`src/rtl/deser16_if.sv`:
```
// Serial-in / parallel-out bundle for deser16: serial bit stream in, word handshake out.
// The master is the stream source and word consumer; the slave is the deserialiser.
interface deser16_if;
  logic        sdi;
  logic        sen;
  logic        sync;
  logic [15:0] out;
  logic        out_valid;
  logic        out_ready;
  logic        ovr;
  logic        perr;

  modport master (
    output sdi, sen, sync, out_ready,
    input  out, out_valid, ovr, perr
  );

  modport slave (
    input  sdi, sen, sync, out_ready,
    output out, out_valid, ovr, perr
  );
endinterface

```
`src/rtl/deser16.sv`:
```
// 16-bit MSB-first serial deserialiser with a one-word output register and sticky overrun.
// Define DESER16_PARITY_EN to expect a trailing even-parity bit and report it on perr.
module deser16 (
  input logic   clk,
  input logic   nreset,
  deser16_if.slave bus
);

`ifdef DESER16_PARITY_EN
  typedef enum logic [1:0] {StIdle, StShift, StPar} state_e;
`else
  typedef enum logic [0:0] {StIdle, StShift} state_e;
`endif

  state_e      state_q, state_d;
  logic [15:0] sreg_q, sreg_d;
  logic [4:0]  cnt_q, cnt_d;
  logic [15:0] out_q, out_d;
  logic        valid_q, valid_d;
  logic        ovr_q, ovr_d;
  logic        done;
  logic [15:0] word;
`ifdef DESER16_PARITY_EN
  logic        perr_q, perr_d;
  logic        word_perr;
`endif

  // Bits enter at the LSB and shift up, so the first (SYNC) bit lands in bit 15 after 16 bits.
  always_comb begin
    state_d = state_q;
    sreg_d  = sreg_q;
    cnt_d   = cnt_q;
    done    = 1'b0;
    word    = sreg_q;
`ifdef DESER16_PARITY_EN
    word_perr = 1'b0;
`endif
    if (bus.sen) begin
      if (bus.sync) begin
        sreg_d  = {15'd0, bus.sdi};
        cnt_d   = 5'd1;
        state_d = StShift;
      end else begin
        case (state_q)
          StIdle: ;
          StShift: begin
            sreg_d = {sreg_q[14:0], bus.sdi};
            cnt_d  = cnt_q + 5'd1;
            if (cnt_q == 5'd15) begin
`ifdef DESER16_PARITY_EN
              state_d = StPar;
`else
              done    = 1'b1;
              word    = sreg_d;
              cnt_d   = 5'd0;
              state_d = StIdle;
`endif
            end
          end
`ifdef DESER16_PARITY_EN
          StPar: begin
            done      = 1'b1;
            word      = sreg_q;
            word_perr = ^{sreg_q, bus.sdi};
            cnt_d     = 5'd0;
            state_d   = StIdle;
          end
`endif
          default: ;
        endcase
      end
    end
  end

  // A completed word takes the output slot only if it is empty or being emptied this cycle.
  always_comb begin
    out_d   = out_q;
    valid_d = valid_q;
    ovr_d   = ovr_q;
`ifdef DESER16_PARITY_EN
    perr_d  = perr_q;
`endif
    if (done) begin
      if (!valid_q || bus.out_ready) begin
        out_d   = word;
        valid_d = 1'b1;
`ifdef DESER16_PARITY_EN
        perr_d  = word_perr;
`endif
      end else begin
        ovr_d = 1'b1;
      end
    end else if (valid_q && bus.out_ready) begin
      valid_d = 1'b0;
    end
  end

  always_ff @(posedge clk) begin
    if (!nreset) begin
      state_q <= StIdle;
      sreg_q  <= 16'h0000;
      cnt_q   <= 5'd0;
      out_q   <= 16'h0000;
      valid_q <= 1'b0;
      ovr_q   <= 1'b0;
`ifdef DESER16_PARITY_EN
      perr_q  <= 1'b0;
`endif
    end else begin
      state_q <= state_d;
      sreg_q  <= sreg_d;
      cnt_q   <= cnt_d;
      out_q   <= out_d;
      valid_q <= valid_d;
      ovr_q   <= ovr_d;
`ifdef DESER16_PARITY_EN
      perr_q  <= perr_d;
`endif
    end
  end

  assign bus.out       = out_q;
  assign bus.out_valid = valid_q;
  assign bus.ovr       = ovr_q;
`ifdef DESER16_PARITY_EN
  assign bus.perr      = perr_q;
`else
  assign bus.perr      = 1'b0;
`endif

endmodule

```
`src/flat_wrapper.sv`:
```
// flat-port wrapper written by rule: the top's interface ports become plain ports
module deser16_flat 
  (clk, nreset, bus_sdi, bus_sen, bus_sync, bus_out_ready, bus_out, bus_out_valid, bus_ovr, bus_perr);
  deser16_if bus_i ();
  input logic clk;
  input logic nreset;
  input wire logic [$bits(bus_i.sdi)-1:0] bus_sdi;
  input wire logic [$bits(bus_i.sen)-1:0] bus_sen;
  input wire logic [$bits(bus_i.sync)-1:0] bus_sync;
  input wire logic [$bits(bus_i.out_ready)-1:0] bus_out_ready;
  output wire logic [$bits(bus_i.out)-1:0] bus_out;
  output wire logic [$bits(bus_i.out_valid)-1:0] bus_out_valid;
  output wire logic [$bits(bus_i.ovr)-1:0] bus_ovr;
  output wire logic [$bits(bus_i.perr)-1:0] bus_perr;
  assign bus_i.sdi = bus_sdi;
  assign bus_i.sen = bus_sen;
  assign bus_i.sync = bus_sync;
  assign bus_i.out_ready = bus_out_ready;
  assign bus_out = bus_i.out;
  assign bus_out_valid = bus_i.out_valid;
  assign bus_ovr = bus_i.ovr;
  assign bus_perr = bus_i.perr;
  deser16 u_core (.clk(clk), .nreset(nreset), .bus(bus_i));
endmodule
```
`config.mk`:
```
export PLATFORM = sky130hd
export DESIGN_NAME = deser16_flat
export DESIGN_NICKNAME = d
export VERILOG_FILES = /design/src/rtl/deser16_if.sv /design/src/rtl/deser16.sv /design/src/flat_wrapper.sv
export SDC_FILE = /design/constraint.sdc
export NUM_CORES = 1
export LEC_CHECK = 0
export BUFFER_PORTS_ARGS = -buffer_cell sky130_fd_sc_hd__buf_2
export CAP_MARGIN = 15
export CORE_ASPECT_RATIO = 0.75
export CORE_UTILIZATION = 50
export CTS_CLUSTER_DIAMETER = 40
export DETAILED_ROUTE_END_ITERATION = 10
export PLACE_DENSITY = 0.72
export SLEW_MARGIN = 25
export SYNTH_ARGS = -nofsm -noshare
export SYNTH_HDL_FRONTEND = slang
export SYNTH_SLANG_ARGS = --single-unit
```
`constraint.sdc`:
```
create_clock -name clk -period 3.6 [get_ports clk]
set_input_delay 0.54 -clock clk [delete_from_list [all_inputs] [get_ports clk]]
set_output_delay 0.54 -clock clk [all_outputs]
set_load 0.05 [all_outputs]
```
Word-level counts from Yosys, hierarchy flattened
Index checks and enable logic that the tools add are counted.
W data, S select, Z words.
- register bits: 40
- bits in latches: 0
- memory bits (writable): 0
- bits in read-only memories: 0
- bits of input ports: 6
- output and inout port bits: 19
- logic and storage cells: 38
- memories kept: 0
- $add $sub $neg: 1
- multipliers: 0
- divide/modulo/power cells: 0
- order comparisons: 0
- equal/unequal tests: 2
- shift operators: 0
- muxes and demuxes: 19
- bitwise gates (word level): 1
- reductions and logical operators: 9
- operators by type and width (operator ; number):
    $mux W16 ; 6
    $mux W5 ; 3
    $mux W1 ; 10
    $reduce_and A2 Y1 ; 4
    $add A5 B1 Y5 const B ; 1
    $eq A5 B4 Y1 const B ; 1
    $reduce_bool A2 Y1 ; 2
    $ne A2 B2 Y1 const B ; 1
    $logic_and A1 B1 Y1 ; 1
    $logic_not A1 Y1 ; 1
    $logic_or A1 B1 Y1 ; 1
    $not A1 Y1 ; 1

Logic depth before layout (Yosys ltp)
Gate-level depths: netlist (run 1).
- depth in word-level cells: 7
- depth in mapped cells: 5
- mapped depth without buffers: 4

Worst setup path after synthesis (run 1)
No wires, ideal clock.
- kind: register to register
- start: reg u_core.cnt_q[0]
- end: reg u_core.out_q[10], in the netlist u_core.bus.out[10]
- arrival: 1.479 ns
- path slack: 2.049 ns
- cell stages (with the launch flop): 6
- path buffers: 1
- period minus slack after synthesis: 1.551 ns
- path through: dfxtp_1 ha_1 nand4b_2 nor3_4 buf_12 mux2i_1
- longest elaborated chain between the ends: 6
- RTL lines (element ; RTL line ; text):
    start, declared ; deser16.sv:17 ; logic [4:0] cnt_q, cnt_d;
    start signal, assigned ; deser16.sv:112 ; cnt_q <= cnt_d;
    $eq A5 B4 Y1 * ; deser16.sv:49 ; if (cnt_q == 5'd15) begin
    $mux W1 ; deser16.sv:49 ;
    $mux W1 ; deser16.sv:44 ; case (state_q)
    $mux W1 ; deser16.sv:39 ; if (bus.sync) begin
    $mux W1 ; deser16.sv:38 ; if (bus.sen) begin
    $reduce_and A2 Y1 (no source line) ; - ;
    end signal, assigned ; deser16.sv:113 ; out_q <= out_d;
    end, declared ; deser16.sv:18 ; logic [15:0] out_q, out_d;
Every way passes the cells marked *; elsewhere a longest branch is shown, timed or not.
A chain may end at the register's enable or synchronous reset.

Worst setup path after layout (run 1)
- start: reg u_core.cnt_q[0]
- end: reg u_core.out_q[3], in the netlist u_core.bus.out[3]
Same word-level chain as after synthesis.

==> metrics.md, run 1 <==
| Metric | Value |
|---|---|
| Count leader, synth | `dfxtp_1` |
| Ranking of synthesized cells by area | `dfxtp_1 (51%), mux2i_1 (11%), nand2_1 (8.8%)` |
| Gates resized, CTS repair | `0` |
| Fillcell total | `250` |
| PwrDens | `440 nW/um2` |
| Hold crit path type | `register to register` |
| Final setup margin | `1.58 ns` |
| Slew at the pin closest to its max-slew limit | `0.954 ns` |
| Top flip-flop cell by instance count after synthesis | `dfxtp_1` |
| Layout cells sized above 1 | `20.3%` |
| Row cnt | `17` |
| Largest net degree at the start of global routing | `37` |
| Clock buffer depth | `2` |
| Antenna violations before repair | `0` |
| Placer Congestion | `0.746` |
| DRC viols | `0` |
| R2R Setup Slk | `1.58 ns` |
| Number of synthesized flops with an enable pin | `0` |
| Synth top area share | `slightly above 50%` |
| CTS H-tree lvls | `2` |
| Startpoint Class | `register` |
| Vias/cell | `about 5.4` |
| HPWL after DPL | `1820 um` |
| Setup_tns | `0 ns` |
| Grt total ovfl | `0` |
| Clock Root Buffer | `clkbuf_8` |
| Ys Warns | `0` |
| Comb pwr share | `4.0%` |
| First-pass GRT wire length | `roughly 4700 um` |
| Initial DRT Pass Iterations | `4` |
| Final Hold Viols | `0` |
| Top-level I/O count | `25` |
| CTS clk-pin slew, worst paths | `0.07 ns` |
| Layout Nets | `189` |
| Yosys cell types | `30` |
| WL/cell | `12.5 um` |
| Crit. End Element | `register` |
| Top cells by count, synth | `dfxtp_1 (39), nand2_1 (36), mux2i_1 (17), nor2_1 (17), a22oi_1 (14)` |
| Lkg Pwr | `0.683 nW` |
| Sequential Power Share | `a little under three fifths` |
| Data arrival, critical path | `2.23 ns` |
| Max-Cap Viols | `0` |
| Hold Path End | `u_core.cnt_q[4]` |
| Status | `finished clean` |
| Pre-CTS setup slack | `about 1.5 ns` |
| Syn Nets | `170` |
| Post-Syn Area per Cell | `about 9.5 um2` |
| Die Ht | `50.1 um` |
| Worst EP required | `approximately 3.8 ns` |
| Min Tclk post-route | `2.02 ns` |
| Hold_buf cts | `0` |
| Initial core utilization | `52.5%` |
| Later-pin clock latency in the skew report | `between 0.2 and 0.3 ns` |
| ANT cells | `0` |
| Critical Path Max Stage Delay | `0.79 ns` |
| Cells after Synth | `approximately 160` |
| Number of buffers created by CTS | `5` |
| Die W | `between 60 and 70 um` |
| Post-Synthesis Cell Area | `1540 um2` |
| R2R Path End | `u_core.bus.out[3]` |
| Final Max Tran Viols | `0` |
| Area growth syn-to-layout | `12.1%` |
| Family with the most delay on the worst path | `simple AND/OR/NAND/NOR gates` |
| Seq/Total Area, Yosys | `50.6%` |
| Register bit total from synthesis | `39` |
| Core area | `2940 um2` |
| Worst setup path category | `register to register` |
| Buf/Inv on CP | `0` |
| Crit-path cells | `ha_1, nand4b_2, nor3_4, mux2i_1` |
| Crit-path max FO | `16` |
| Routed wire length | `about 2800 um` |
| # port buffers | `23` |
| Worst r2r path cells | `4` |
| Post-route clock period utilization | `56.2%` |
| FFs w/ async S/R, synth | `0%` |
| Net Switching | `around 170 uW` |
| Post-route ant nets | `0` |
| WHS Path Cells | `2` |
| Clock skew | `approximately 0.0044 ns` |
| Maximum clock rate | `495 MHz` |
| Worst rel slew slack | `36.2%` |
| Switching share of power | `22.2%` |
| Tot GR Track Use | `19.2%` |
| RSZ-0062 raised after global routing | `false` |
| Worst r2r src | `u_core.cnt_q[0]` |
| Pint | `591 uW` |
| VDD IR max | `285 uV` |
| Initial drt markers | `33` |
| Total die area | `about 3300 um2` |
| Clock power frac | `38.5%` |
| Slowest stage cell, crit path | `nor3_4` |
| Worst hold start | `u_core.cnt_q[4]` |
| Endpoints failing setup | `0` |
| # Post-CTS Setup Buffers | `0` |
| Via count | `1183` |
| Number of global-route vias before repair | `1036` |
| Leading area contributor after synthesis | `dfxtp_1` |
| CTS tree | `done` |
| Clk sinks | `39` |
-- area by class of cell --
cell class | instances | area, um2 | share of cell area, %
sequential | 39 | 781 | 45.2
timing repair buffer | 23 | 115 | 6.66
multi-input combinational | 110 | 686 | 39.7
inverter | 3 | 11.3 | 0.652
clock inverter | 1 | 5.00 | 0.290
tap | 38 | 47.5 | 2.75
clock buffer | 6 | 82.6 | 4.78
-- worst reg2reg max path: stages, from the launching register on --
cell      delay, ns
dfxtp_1        0.36
ha_1           0.24
nand4b_2       0.25
nor3_4         0.80
mux2i_1        0.30
-- power groups by stage --
| stage | registers (mW) | logic, mW | clock network [mW] |
|---|---|---|---|
| detailed placement | 0.447 | 0.0303 | 0 |
| floorplan | 0.446 | 0.0234 | 0 |
| global route | 0.437 | 0.0337 | 0.317 |
| global placement | 0.446 | 0.0291 | 0 |
| finish | 0.437 | 0.0302 | 0.293 |
| CTS | 0.437 | 0.0302 | 0.300 |
-- flip-flops by register name, indices dropped and copies added (netlist names) --
signal                count
u_core.bus.out           16
u_core.bus.out_valid      1
u_core.bus.ovr            1
u_core.cnt_q              5
u_core.sreg_q            15
u_core.state_q            1
-- stage by stage --
step | cells | power (mW) | area [um2] | util [%] | hold slack [ns]
after floorplan | 163 | 0.469 | 1540 | - | 0.407
after CTS | 220 | 0.767 | 1730 | 58.9 | 0.434
after detailed placement | 213 | 0.477 | 1640 | 55.9 | 0.424
final | 220 | 0.760 | 1730 | 58.9 | 0.430
after global placement | 213 | 0.476 | 1640 | 55.9 | 0.420
after global routing | 220 | 0.788 | 1730 | 58.9 | 0.451
-- cell usage in the layout, fill, tap and decap left out, types with 2 or more instances in the layout --
cell	Yosys	layout
dfxtp_1	39	39
nand2_1	36	36
buf_2	2	23
nor2_1	17	17
mux2i_1	17	17
a22oi_1	14	14
clkbuf_8	0	6
a21oi_1	5	5
inv_1	3	3
o21ai_0	2	2
o21a_1	2	2
-- worst max path at each step --
stage / startpoint / end / cells past startpoint
after floorplan: u_core.cnt_q[0] / u_core.bus.out[10] / 5
after global placement: bus_sync / u_core.bus.out[15] / 4
after detailed placement: bus_sync / u_core.bus.out[2] / 4
after CTS: u_core.cnt_q[1] / u_core.bus.out[3] / 4
after global routing: u_core.cnt_q[1] / u_core.bus.out[3] / 4
final: u_core.cnt_q[0] / u_core.bus.out[3] / 4
-- kinds of logic (layout without fill, tap and decap cells) --
group	Yosys count	after routing	share of synthesized area, %
simple gates	63	63	19.6
buf+inv	14	33	4.87
mux	17	17	11.0
flops	39	39	50.6
fa+ha+maj	1	1	0.812
compound gates	28	28	12.8
other cells	1	1	0.243
-- metal layers --
layer	vias up	track usage, %	part of all wire (%)
met5	-	0	0
met1	550	24.2	49
met3	5	6.02	5.9
met2	31	28.6	44
li1	597	-	-
met4	0	11.0	1.4
Note: power is estimated with default switching activity, not from simulation.
==> inputs of run 2 (changes only) <==
--- a/config.mk
+++ b/config.mk
@@ -8,10 +8,10 @@
 export BUFFER_PORTS_ARGS = -buffer_cell sky130_fd_sc_hd__buf_2
 export CAP_MARGIN = 15
 export CORE_ASPECT_RATIO = 0.75
-export CORE_UTILIZATION = 50
+export CORE_UTILIZATION = 49
 export CTS_CLUSTER_DIAMETER = 40
 export DETAILED_ROUTE_END_ITERATION = 10
-export PLACE_DENSITY = 0.72
+export PLACE_DENSITY = 0.74
 export SLEW_MARGIN = 25
 export SYNTH_ARGS = -nofsm -noshare
 export SYNTH_HDL_FRONTEND = slang
==> constraint.sdc (replaced) <==
create_clock -name clk -period 1.6 [get_ports clk]
set_input_delay 0.24 -clock clk [delete_from_list [all_inputs] [get_ports clk]]
set_output_delay 0.24 -clock clk [all_outputs]
set_load 0.05 [all_outputs]
==> metrics.md, run 2 (synthesized netlist as in run 1, its figures left out) <==
| Metric | Value |
|---|---|
| Antenna violations before repair | `0 (unchanged)` |
| CTS clk-pin slew, worst paths | `0.07 ns (about the same)` |
| Crit. Startpoint | `u_core.cnt_q[1]` |
| Buf/Inv on CP | `1 (+1)` |
| Data arrival, critical path | `1.67 ns (-0.56 ns)` |
| Fin util | `60.9% (+2.0 points)` |
| Initial drt markers | `52 (+58%)` |
| CTS tree | `done` |
| Max FFs per register | `16 (unchanged)` |
| Commonest non-fill, non-tap cell in the layout | `dfxtp_1` |
| Clock power frac | `44.3% (+5.8 points)` |
| Clock buffer depth | `2 (unchanged)` |
| RSZ-0062 raised after global routing | `false` |
| Post-route ant nets | `0 (unchanged)` |
| Max-Cap Viols | `0 (unchanged)` |
| Min Tclk post-route | `1.46 ns (-0.563 ns)` |
| Status | `finished clean` |
| Startpoint Class | `register` |
| CTS H-tree lvls | `2 (unchanged)` |
| Crit-path cells | `ha_1, nand4b_2, nor3_4, buf_12, mux2i_1` |
| Endpoints failing setup | `0 (unchanged)` |
| Net Switching | `393 uW (+130%)` |
| VDD IR max | `547 uV (+92%)` |
| WL/cell | `12.5 um (-0.66%)` |
| Area growth syn-to-layout | `16.8%` |
| Initial core utilization | `52.1% (-0.38 points)` |
| Die W | `66.8 um (+0.98%)` |
| Core area | `2960 um2 (+0.72%)` |
| Sequential Power Share | `51.9% (-5.6 points)` |
| Most frequent cells in the layout | `dfxtp_1 (39), nand2_1 (36), buf_2 (23)` |
| Die Ht | `50.6 um (+0.98%)` |
| Switching share of power | `20.7% (-1.5 points)` |
| Final setup margin | `0.141 ns (-1.44 ns)` |
| Worst EP required | `1.81 ns (-2.00 ns)` |
| DRC viols | `0 (unchanged)` |
| Via count | `1170 (-1.1%)` |
| Gates resized, CTS repair | `0 (unchanged)` |
| Pre-CTS setup slack | `0.199 ns (-1.32 ns)` |
| Largest net degree at the start of global routing | `22 (-41%)` |
| Worst hold start | `bus_sdi` |
| PwrDens | `1050 nW/um2 (+140%)` |
| Clk sinks | `39 (unchanged)` |
| Worst rel slew slack | `59.0% (+23 points)` |
| # port buffers | `23 (unchanged)` |
| First-pass GRT wire length | `4710 um (+0.58%)` |
| Total die area | `3380 um2 (+2.0%)` |
| Routed wire length | `2800 um (+1.6%)` |
| Slew at the pin closest to its max-slew limit | `0.614 ns (-0.339 ns)` |
| Final Hold Viols | `0 (unchanged)` |
| Number of global-route vias before repair | `1049 (+1.3%)` |
| Slowest stage cell, crit path | `dfxtp_1` |
| Maximum clock rate | `686 MHz (+39%)` |
| Post-DP Area | `1680 um2 (+2.6%)` |
| Number of buffers created by CTS | `5 (unchanged)` |
| ANT cells | `0 (unchanged)` |
| Non-filler cells, final | `225 (+2.3%)` |
| Clock skew | `0.00579 ns (+0.00141 ns)` |
| Hold crit path type | `primary input to register` |
| Pint | `1.50 mW (+150%)` |
| Setup_tns | `0 ns (unchanged)` |
| Hold_buf cts | `0 (unchanged)` |
| Critical Path Max Stage Delay | `0.37 ns (-0.42 ns)` |
| Post-route clock period utilization | `91.2% (+35 points)` |
| Row cnt | `17 (unchanged)` |
| Placed Instances | `217 (+1.9%)` |
| # Post-CTS Setup Buffers | `0 (unchanged)` |
| Crit-path max FO | `16 (unchanged)` |
| Comb pwr share | `3.8% (-0.2 points)` |
| Placer Congestion | `0.759 (+1.8%)` |
| Final Max Tran Viols | `0 (unchanged)` |
| Worst setup path category | `register to register` |
| Family with the most delay on the worst path | `flip-flops` |
| Crit. End Element | `register` |
| Post-route design area | `1800 um2 (+4.2%)` |
| Fillcell total | `263 (+5.2%)` |
| HPWL after DPL | `1850 um (+1.3%)` |
| Tot GR Track Use | `19.1% (-0.040 points)` |
| Layout cells sized above 1 | `22.5% (+2.1 points)` |
| Top-level I/O count | `25 (unchanged)` |
| Initial DRT Pass Iterations | `4 (unchanged)` |
| Lkg Pwr | `0.718 nW (+5.2%)` |
| Grt total ovfl | `0 (unchanged)` |
| Clock Root Buffer | `clkbuf_8` |
| Later-pin clock latency in the skew report | `0.29 ns (about the same)` |
| Layout Nets | `193 (+2.1%)` |
| Vias/cell | `5.20 (-3.3%)` |
| Worst r2r src | `u_core.cnt_q[1]` |
run 2: cell count changes in the layout (fill, tap and decap cells not counted), sizes merged:
cell and change:
buf +4, bufinv +1
run 2: path summary, 6_finish.rpt:
kind | to | slack [ns] | cells past startpoint
min reg2reg | u_core.cnt_q[4] | 0.44 | 2
max reg2reg | u_core.bus.out[9] | 0.14 | 5
max | u_core.bus.out[9] | 0.14 | 5
min | u_core.bus.out[0] | 0.21 | 3
run 2: area by class of cell:
type | count | area, um2 | share of cell area, %
clock inverter | 2 | 35.0 | 1.95
clock buffer | 6 | 82.6 | 4.59
timing repair buffer | 27 | 158 | 8.76
multi-input combinational | 110 | 686 | 38.1
sequential | 39 | 781 | 43.4
inverter | 3 | 11.3 | 0.625
tap | 38 | 47.5 | 2.64
run 2: power by group through the flow:
stage	sequential [mW]	combinational (mW)	clock, mW
5_1_grt	0.984	0.0792	0.891
2_1_floorplan	1.00	0.0527	0
3_5_place_dp	1.01	0.0708	0
3_3_place_gp	1.00	0.0698	0
4_1_cts	0.983	0.0712	0.847
6_report	0.983	0.0719	0.837
run 2: worst min-delay path: stages:
cell and delay, ns:
buf_2 0.11, nand2_1 0.05, mux2i_1 0.06
run 2: through the flow:
step                hold WS (ns)  total power, mW
finish                     0.207             1.89
global route               0.227             1.95
CTS                        0.209             1.90
detailed placement         0.434             1.08
global placement           0.429             1.07
floorplan                  0.327             1.06
run 2: metal layers:
layer / global-route usage (%) / wire length (um) / up-vias
met5: 0 / 0 / -
met4: 10.3 / 40 / 0
met3: 5.45 / 182 / 5
met2: 29.5 / 1240 / 35
met1: 24.0 / 1340 / 528
li1: - / - / 602
==> inputs of run 3 (changes only) <==
--- a/config.mk
+++ b/config.mk
@@ -8,10 +8,11 @@
 export BUFFER_PORTS_ARGS = -buffer_cell sky130_fd_sc_hd__buf_2
 export CAP_MARGIN = 15
 export CORE_ASPECT_RATIO = 0.75
-export CORE_UTILIZATION = 49
+export CORE_UTILIZATION = 50
 export CTS_CLUSTER_DIAMETER = 40
 export DETAILED_ROUTE_END_ITERATION = 10
-export PLACE_DENSITY = 0.74
+export PLACE_DENSITY = 0.72
+export SKIP_CTS_REPAIR_TIMING = 1
 export SLEW_MARGIN = 25
 export SYNTH_ARGS = -nofsm -noshare
 export SYNTH_HDL_FRONTEND = slang
==> constraint.sdc (replaced) <==
create_clock -name clk -period 1.7 [get_ports clk]
set_input_delay 0.255 -clock clk [delete_from_list [all_inputs] [get_ports clk]]
set_output_delay 0.255 -clock clk [all_outputs]
set_load 0.05 [all_outputs]
==> metrics.md, run 3 (synthesized netlist as in run 1, its figures left out) <==
| Metric | Value |
|---|---|
| Crit. End Element | `register` |
| Clock Root Buffer | `clkbuf_8` |
| Worst hold start | `bus_sdi` |
| Non-filler cells, final | `224 (-0.44%)` |
| Placer Congestion | `0.732 (-3.6%)` |
| Row cnt | `17 (unchanged)` |
| Clock buffer depth | `2 (unchanged)` |
| Top-level I/O count | `25 (unchanged)` |
| Layout Nets | `192 (-0.52%)` |
| Crit-path max FO | `16 (unchanged)` |
| Grt total ovfl | `0 (unchanged)` |
| Placed Instances | `216 (-0.46%)` |
| Status | `finished clean` |
| Final setup margin | `0.126 ns (-0.0157 ns)` |
| Worst setup path category | `register to register` |
| Core area | `2940 um2 (-0.72%)` |
| Via count | `1191 (+1.8%)` |
| Commonest non-fill, non-tap cell in the layout | `dfxtp_1` |
| WL/cell | `12.6 um (+0.88%)` |
| Area growth syn-to-layout | `16.6%` |
| Post-DP Area | `1680 um2 (-0.45%)` |
| Max-Cap Viols | `0 (unchanged)` |
| Post-route ant nets | `0 (unchanged)` |
| Family with the most delay on the worst path | `simple AND/OR/NAND/NOR gates` |
| Antenna violations before repair | `0 (unchanged)` |
| # port buffers | `23 (unchanged)` |
| Vias/cell | `5.32 (+2.2%)` |
| Clk sinks | `39 (unchanged)` |
| Fillcell total | `259 (-1.5%)` |
| CTS H-tree lvls | `2 (unchanged)` |
| DRC viols | `0 (unchanged)` |
| CTS tree | `done` |
| Maximum clock rate | `635 MHz (-7.3%)` |
| Slew at the pin closest to its max-slew limit | `0.627 ns (+0.0131 ns)` |
| Die Ht | `50.1 um (-0.97%)` |
| Crit. Startpoint | `u_core.cnt_q[0]` |
| Total die area | `3310 um2 (-1.9%)` |
| Clock skew | `0.00735 ns (+0.00156 ns)` |
| Final Max Tran Viols | `0 (unchanged)` |
| Startpoint Class | `register` |
| RSZ-0062 raised after global routing | `false` |
| Fin util | `61.2% (+0.31 points)` |
| Post-route clock period utilization | `92.6% (+1.4 points)` |
| Lkg Pwr | `0.715 nW (-0.49%)` |
| Pre-CTS setup slack | `0.160 ns (-0.0396 ns)` |
| VDD IR max | `518 uV (-5.2%)` |
| Most frequent cells in the layout | `dfxtp_1 (39), nand2_1 (36), buf_2 (23)` |
| Largest net degree at the start of global routing | `36 (+64%)` |
| Initial core utilization | `52.5% (+0.38 points)` |
| Setup_tns | `0 ns (unchanged)` |
| Min Tclk post-route | `1.57 ns (+0.116 ns)` |
| Worst rel slew slack | `58.1% (-0.87 points)` |
| Worst r2r src | `u_core.cnt_q[0]` |
| Layout cells sized above 1 | `22.0% (-0.42 points)` |
| Crit-path cells | `ha_1, nand4b_2, nor3_4, buf_12, mux2i_1` |
| Slowest stage cell, crit path | `dfxtp_1` |
| Buf/Inv on CP | `1 (unchanged)` |
| HPWL after DPL | `1860 um (+0.41%)` |
| Max FFs per register | `16 (unchanged)` |
| PwrDens | `1000 nW/um2 (-4.4%)` |
| Routed wire length | `2820 um (+0.43%)` |
| Tot GR Track Use | `19.7% (+0.59 points)` |
| Data arrival, critical path | `1.79 ns (+0.12 ns)` |
| Final Hold Viols | `0 (unchanged)` |
| Initial drt markers | `21 (-60%)` |
| CTS clk-pin slew, worst paths | `0.08 ns (about the same)` |
| Later-pin clock latency in the skew report | `0.29 ns (about the same)` |
| Number of buffers created by CTS | `5 (unchanged)` |
| Number of global-route vias before repair | `1073 (+2.3%)` |
| Initial DRT Pass Iterations | `4 (unchanged)` |
| ANT cells | `0 (unchanged)` |
| Die W | `66.1 um (-0.97%)` |
| Worst EP required | `1.92 ns (+0.11 ns)` |
| Post-route design area | `1800 um2 (-0.21%)` |
| Critical Path Max Stage Delay | `0.37 ns (about the same)` |
| First-pass GRT wire length | `4820 um (+2.4%)` |
| Endpoints failing setup | `0 (unchanged)` |
| Hold crit path type | `primary input to register` |
-- run 3: cell count changes in the layout (fill, tap and decap cells not counted), sizes merged --
| cell | before | now |
|---|---|---|
| inv | 3 | 4 |
| clkinv | 1 | 0 |
| buf | 27 | 26 |
-- run 3: layer usage --
layer | global-route usage, % | part of all wire, % | vias to the layer above
met2 | 28.9 | 45 | 21
li1 | - | - | 603
met4 | 9.57 | 1.3 | 0
met1 | 26.4 | 50 | 563
met5 | 0 | 0 | -
met3 | 5.56 | 3.7 | 4
-- run 3: worst paths after layout --
| kind | end | slack [ns] | cells after the start |
|---|---|---|---|
| min reg2reg | u_core.cnt_q[4] | 0.43 | 2 |
| min | u_core.sreg_q[0] | 0.22 | 3 |
| max reg2reg | u_core.bus.out[2] | 0.13 | 5 |
| max | u_core.bus.out[2] | 0.13 | 5 |
-- run 3: report_power, final --
group | internal, mW | total [mW] | switching [mW]
Clock | 0.483 | 0.811 | 0.329
Sequential | 0.918 | 0.925 | 0.00693
Combinational | 0.0189 | 0.0687 | 0.0499
-- run 3: final cells by class --
type,instances,area (um2),area share [%]
flip-flops and latches,39,781,43.5
multi-input cells,110,686,38.2
repair buffers,26,150,8.36
clock buffers,6,82.6,4.60
well taps,38,47.5,2.65
clock inverters,2,38.8,2.16
inverters,3,11.3,0.627
-- run 3: through the flow --
step	hold WS (ns)	total power, mW
after CTS	0.212	1.82
after floorplan	0.342	0.994
after global routing	0.264	1.87
final	0.219	1.81
after detailed placement	0.420	1.01
after global placement	0.423	1.01
-- run 3: tightest hold or removal path, stage by stage --
cell	delay [ns]
buf_2	0.09
mux2i_1	0.06
nor2_1	0.07
